$ cat config.mk
export PLATFORM = sky130hd
export DESIGN_NAME = id_issue_arb
export DESIGN_NICKNAME = d
export VERILOG_FILES = /design/src/rtl/id_issue_arb.sv
export SDC_FILE = /design/constraint.sdc
export NUM_CORES = 1
export LEC_CHECK = 0
export ABC_AREA = 1
export CORE_UTILIZATION = 41
export CTS_BUF_LIST = sky130_fd_sc_hd__clkbuf_16
export CTS_CLUSTER_DIAMETER = 120
export DETAILED_ROUTE_END_ITERATION = 8
export GPL_TIMING_DRIVEN = 0
export HOLD_SLACK_MARGIN = 0.1
export PLACE_DENSITY = 0.86
export SKIP_LAST_GASP = 1
export SYNTH_ARGS = -nofsm -noshare
export SYNTH_HDL_FRONTEND = slang
export SYNTH_SLANG_ARGS = --single-unit
$ cat constraint.sdc
create_clock -name clk_i -period 2.4 [get_ports clk_i]
set_clock_uncertainty 0.2 [all_clocks]
set_input_delay 0.48 -clock clk_i [delete_from_list [all_inputs] [get_ports clk_i]]
set_output_delay 0.48 -clock clk_i [all_outputs]
set_load 0.02 [all_outputs]
$ cat src/rtl/id_issue_arb.sv
// id_issue_arb: round-robin arbiter of N decoded-instruction sources onto one ID-to-issue register
//
// Optional feature macro: ID_ISSUE_ARB_CF_SERIALIZE_EN
//   defined   -> RUN/BLOCKED machine keeps at most one unresolved branch/jump past this point
//   undefined -> accepts depend only on space and flush_i; resolve_i ignored; blocked_o tied 0
//
// Ports:
//   clk_i, rst_ni          clock, asynchronous active-low reset
//   flush_i                drop held entry, leave BLOCKED, suppress accepts this cycle
//   req_valid_i/data/ctrl  per-port decoded entry, valid and branch/jump flag
//   req_ready_o            per-port accept, one-hot or zero
//   issue_*_o              held entry: data, valid, ctrl-flow flag, source port
//   issue_ack_i            issue stage sampled the held entry
//   resolve_i              outstanding control-flow instruction resolved
//   blocked_o              arbiter is in BLOCKED state
module id_issue_arb #(
    parameter  int NR_PORTS = 2,
    parameter  int DATA_W   = 64,
    localparam int IDX_W    = $clog2(NR_PORTS)
) (
    input  logic                           clk_i,
    input  logic                           rst_ni,
    input  logic                           flush_i,
    input  logic [NR_PORTS-1:0]            req_valid_i,
    input  logic [NR_PORTS-1:0][DATA_W-1:0] req_data_i,
    input  logic [NR_PORTS-1:0]            req_ctrl_flow_i,
    output logic [NR_PORTS-1:0]            req_ready_o,
    output logic [DATA_W-1:0]              issue_data_o,
    output logic                           issue_valid_o,
    output logic                           issue_ctrl_flow_o,
    output logic [IDX_W-1:0]               issue_port_o,
    input  logic                           issue_ack_i,
    input  logic                           resolve_i,
    output logic                           blocked_o
);
    logic              valid_q, valid_d;
    logic [DATA_W-1:0] data_q, data_d;
    logic              cf_q, cf_d;
    logic [IDX_W-1:0]  port_q, port_d;
    logic [IDX_W-1:0]  rr_q, rr_d;
    logic [IDX_W-1:0]  gnt_idx;
    logic              gnt_any;
    logic              run;
    logic              accept;
    int                cand;

    // Search rr, rr+1, ... with wrap; the first valid port wins.
    always_comb begin
        gnt_any = 1'b0;
        gnt_idx = '0;
        cand    = 0;
        for (int i = 0; i < NR_PORTS; i++) begin
            cand = int'(rr_q) + i;
            if (cand >= NR_PORTS) cand = cand - NR_PORTS;
            if (!gnt_any && req_valid_i[cand[IDX_W-1:0]]) begin
                gnt_any = 1'b1;
                gnt_idx = cand[IDX_W-1:0];
            end
        end
    end

    assign accept = gnt_any && run && !flush_i && (!valid_q || issue_ack_i);

    always_comb begin
        req_ready_o = '0;
        if (accept) req_ready_o[gnt_idx] = 1'b1;
    end

    // Flush clears only the valid bit; payload, port and flag keep their values.
    always_comb begin
        valid_d = flush_i ? 1'b0 : accept ? 1'b1 : issue_ack_i ? 1'b0 : valid_q;
        data_d  = accept ? req_data_i[gnt_idx] : data_q;
        cf_d    = accept ? req_ctrl_flow_i[gnt_idx] : cf_q;
        port_d  = accept ? gnt_idx : port_q;
        rr_d    = !accept ? rr_q : (gnt_idx == IDX_W'(NR_PORTS - 1)) ? '0 : gnt_idx + 1'b1;
    end

    always_ff @(posedge clk_i or negedge rst_ni) begin
        if (!rst_ni) begin
            valid_q <= 1'b0;
            data_q  <= '0;
            cf_q    <= 1'b0;
            port_q  <= '0;
            rr_q    <= '0;
        end else begin
            valid_q <= valid_d;
            data_q  <= data_d;
            cf_q    <= cf_d;
            port_q  <= port_d;
            rr_q    <= rr_d;
        end
    end

`ifdef ID_ISSUE_ARB_CF_SERIALIZE_EN
    typedef enum logic {RUN, BLOCKED} state_e;
    state_e state_q, state_d;

    // Flush wins over resolve; a control-flow accept can only happen in RUN.
    always_comb begin
        state_d = state_q;
        if (flush_i) state_d = RUN;
        else if (state_q == BLOCKED && resolve_i) state_d = RUN;
        else if (accept && req_ctrl_flow_i[gnt_idx]) state_d = BLOCKED;
    end

    always_ff @(posedge clk_i or negedge rst_ni) begin
        if (!rst_ni) state_q <= RUN;
        else         state_q <= state_d;
    end

    assign run       = (state_q == RUN);
    assign blocked_o = (state_q == BLOCKED);
`else
    logic unused_resolve;
    assign unused_resolve = resolve_i;
    assign run            = 1'b1;
    assign blocked_o      = 1'b0;
`endif

    assign issue_valid_o     = valid_q;
    assign issue_data_o      = data_q;
    assign issue_ctrl_flow_o = cf_q;
    assign issue_port_o      = port_q;
endmodule

# Word-level counts from Yosys, hierarchy flattened
# Index checks and enable logic that the tools add are counted.
# word_totals
regBits	68
latch_bits	0
ram_bits	0
mem_bits_ro	0
inputBits	137
output_inout_bits	70
word_cells	45
n_memories	0
# classes
addsub	4
multipliers	0
div	0
n_lt_le_gt_ge	6
eq_ne	0
n_shift	0
mux	21
n_bitwise	0
n_reduce_logical	9
# ops
operator	count
64-bit two-way mux	2
1-bit two-way mux	17
1-bit by 2-bit less-than comparator with 1-bit output (second input constant)	3
1-bit logical AND	4
1-bit logical NOT	3
3-bit nonzero test	1
1-bit by 1-bit adder with 2-bit output (second input constant)	1
1-bit by 2-bit >= comparator with 1-bit output (second input constant)	1
2-bit >= comparator (second input constant)	1
2-bit two-way mux	1
1-bit subtractor (second input constant)	2
1-bit adder (second input constant)	1
1-bit demux with 1-bit select	1
1-bit >= comparator (second input constant)	1
1-bit logical OR	1

# Longest topological paths before layout
# depth
word_depth	13
depth_mapped	9
depth_no_buf	7

# Worst setup path before layout
# Ideal clock, no wire load.
# synth_path
kind	input -> output
start	input req_valid_i[0]
end	output req_ready_o[1]
t_arrival_ns	1.327
required_ns	1.720
path_slack_ns	0.393
path_stages	5
path_buffers	2
cell_sequence	nand2_1 -> nand2_1 -> buf_2 -> buf_2 -> nor2_1
# synth_between
elab_chain_cells	11
elab_cells_between_ends	18
classes_between	order compare (2); mux (11); reduce/logical (5)
# synth_rtl
element	line_no	source
start: declaration	24	input logic [NR_PORTS-1:0] req_valid_i,
1-bit two-way mux (not written as such) (2 in series)	55	if (!gnt_any && req_valid_i[cand[IDX_W-1:0]]) begin
1-bit two-way mux	55	
1-bit logical NOT	55	
1-bit logical AND	55	
1-bit two-way mux	55	
1-bit by 2-bit less-than comparator with 1-bit output (not written as such) / 1-bit >= comparator (equally long branches)	66	if (accept) req_ready_o[gnt_idx] = 1'b1;
1-bit logical AND (not written as such)	66	
1-bit two-way mux (not written as such)	66	
1-bit demux with 1-bit select	66	
2-bit two-way mux (*)	66	
end: declaration	27	output logic [NR_PORTS-1:0] req_ready_o,
# Mark *: on every way between the ends. The rest lies on a longest branch, timed or not. The select of a mux whose other input is x is not followed.

# Worst setup path after layout
# layout_path
start	input req_valid_i[1]
end	output req_ready_o[0]
# The elaborated chain is that of the path after synthesis.

==> flow_summary.yaml <==
run_status:
  run_status: "finished, final reports clean"
floorplan:
  die_height_um: 94.5
  fp-row-count: 33
  die_area_mm2: 0.00892
  die_x_um: 94.5
  ios: 207
  core_area_mm2: 0.00826
  initial_core_util_pct: 42.5
timing:
  slew_headroom_pct: 43.0
  holdWs_ps: 67.7
  period_share_pct: 95.3
  rsz0062_at_grt: "no"
  max_freq_mhz: 437
  slew_viol_final: 0
  finalCriticalPeriod_ps: 2290
  hold_viol_final: 0
  setup_viol: 0
  fin_setup_tns_ps: 0
  worst_pin_slew_ps: 855
global_route:
  grt_max_degree: 69
  grt_pass1_wl_mm: 17.5
  grt_pass1_vias: 3859
  gr-usage-all-layers_pct: 25.1
  antenna_found_initial: 0
  grt-ovfl-total: 0
worst_setup_path:
  cp_data_required_time_ps: 1720
  reg2regPathDepth: 8
  cp_slowest_cell: "dlygate4sd2_1"
  critPathTopFamily: "buffers and inverters"
  cp_max_fo: 10
  crit_chain: "dlygate4sd2_1 > buf_2 > buf_2 > a21oi_1 > buf_4"
  cp.depth: 5
  slowest_delay_ps: 320
  crit_type: "in -> out"
  cp_common_cell: "buf_2"
  arrival_ps: 1610
  cp-end-kind: "output port"
  path_buf_inv: 4
  startpoint_type: "input pin"
placement:
  numPortBuffers: 204
  gp_congestion: 0.858
  dp_hpwl_mm: 8.36
logic_synthesis:
  yosysTopAreaCell: "dfrtp_1"
  synth_area_mm2: 0.00351
  synth_seq_cells: 68
  synth.net_count: 649
  yosysUniqueCellTypes: 13
  yosys.area.top_type_share_pct: 48.5
  yosysSeqAreaShare_pct: 48.5
  synthCells: 512
  avgSynthCellArea_um2: 6.85
  yosys-top-cells-area: "dfrtp_1 (49%), nand2_1 (35%), nand3_1 (9.3%)"
  ys_warn_count: 0
final_layout:
  syn_to_final_growth_pct: 71.2
  drive_above_1_share_pct: 6.16
  final_net_count: 864
  antennaDiodeCount: 0
power:
  irDropWorstVdd_mv: 0.473
  power.density_mw_per_mm2: 699
  leakagePower_nw: 3.09
clock_tree:
  cts_root_buf: "clkbuf_16"
  clkTransAtPathRegs_ps: 50
  htree_levels: 3
  cts_tree: "done"
  cts_buffer_depth: 2
  holdBufCountCts: 0
  cts_sinks: 68
  cts_buffers: 9
  clk_latency_ps: 320
job:
  cap_viol_max_count: 0
drt:
  num_vias: 4047
  wl_mm: 11.1
  ant_nets: 0
  drtIter0Drc: 219
  firstDrtPassIters: 4
  wl_per_cell_um: 13.3
  vias_per_cell: 4.84
  drc: 0
hold_path:
  hp-class: "in -> async"
## repair_timing
item | in CTS | in global routing
gates cloned | 0 | 0
pin swaps | 1 | 1
resized for setup | 17 | 3
setup buffers | 1 | 0
setup endpoints to repair | 2 | 2
## synthesized netlist by cell type
cell type and number:
conb_1 1, a21oi_1 3, o21ai_0 1, nor2_1 3
nand3_1 65, buf_4 9, nand2_1 331, buf_2 14
dfrtp_1 68, clkbuf_1 12, buf_1 1, inv_2 1
inv_1 3
## path summary, 6_finish.rpt
kind / startpoint / slack, ps / endpoint
worst max-delay path: req_valid_i[1] / 110 / req_ready_o[0]
worst min-delay path: rst_ni / 70 / issue_data_o[60]
worst max register to register: rr_q / 760 / issue_data_o[4]
worst min register to register: issue_data_o[11] / 280 / issue_data_o[11]
max in group asynchronous: rst_ni / 1380 / issue_data_o[34]
min in group clk_i: issue_data_o[11] / 280 / issue_data_o[11]
## metrics by stage
step                      setup slack [ps]  area (um^2)  total power [W]  util (%)  instances
after global routing                  12.8         6000          0.00441      72.7        836
final                                  112         6000          0.00420      72.7        836
after CTS                             14.5         5990          0.00423      72.6        836
after detailed placement              -816         5680          0.00287      68.7        821
after global placement               -1550         5680          0.00284      68.8        821
after floorplan                        393         3510          0.00210         -        512
## per-layer routing
layer / global-route usage (%) / wire length [um] / vias to the layer above
li1: - / - / 2007
met1: 28.1 / 4470 / 1875
met2: 46.1 / 5610 / 152
met3: 6.84 / 861 / 13
met4: 7.70 / 158 / 0
met5: 0 / 0 / -
## cells in the final DEF, fill, tap and decap left out, types with 2 or more instances in the layout
cell,instances
clkdlybuf4s50_1,199
a21oi_1,3
clkbuf_1,10
nand2_1,328
nand2_2,3
clkbuf_16,9
clkinv_1,2
nor2_1,3
bufinv_16,2
dfrtp_1,68
inv_1,3
nand3_1,65
buf_2,13
buf_4,12
## layout make-up
class	count	area, um^2
fillers	639	2250
clock buffers	9	225
clock inverters	6	80.1
well taps	105	131
repair buffers	205	2040
multi-input cells	404	1610
inverters	4	15.0
flip-flops and latches	68	1700
plain buffers	35	199
## kinds of logic after synthesis
logic type      count (synthesis)  share of synthesized area, %
buf+inv                        40                          5.75
simple gates                  399                          45.0
compound gates                  4                         0.571
flops                          68                          48.5
other cells                     1                         0.107
## flip-flops by register name, summed over array words and instances (netlist names)
register / cells
issue_valid_o: 1
issue_ctrl_flow_o: 1
issue_data_o: 64
rr_q: 1
issue_port_o: 1
## report_power, final
group	internal, W	switching [W]	leakage, nW
Combinational	0.000694	0.000716	2.09
Clock	0.000893	0.000451	0.146
Sequential	0.00134	0.000104	0.848
Total	0.00293	0.00127	3.09
(Power assumes the default switching activity.)
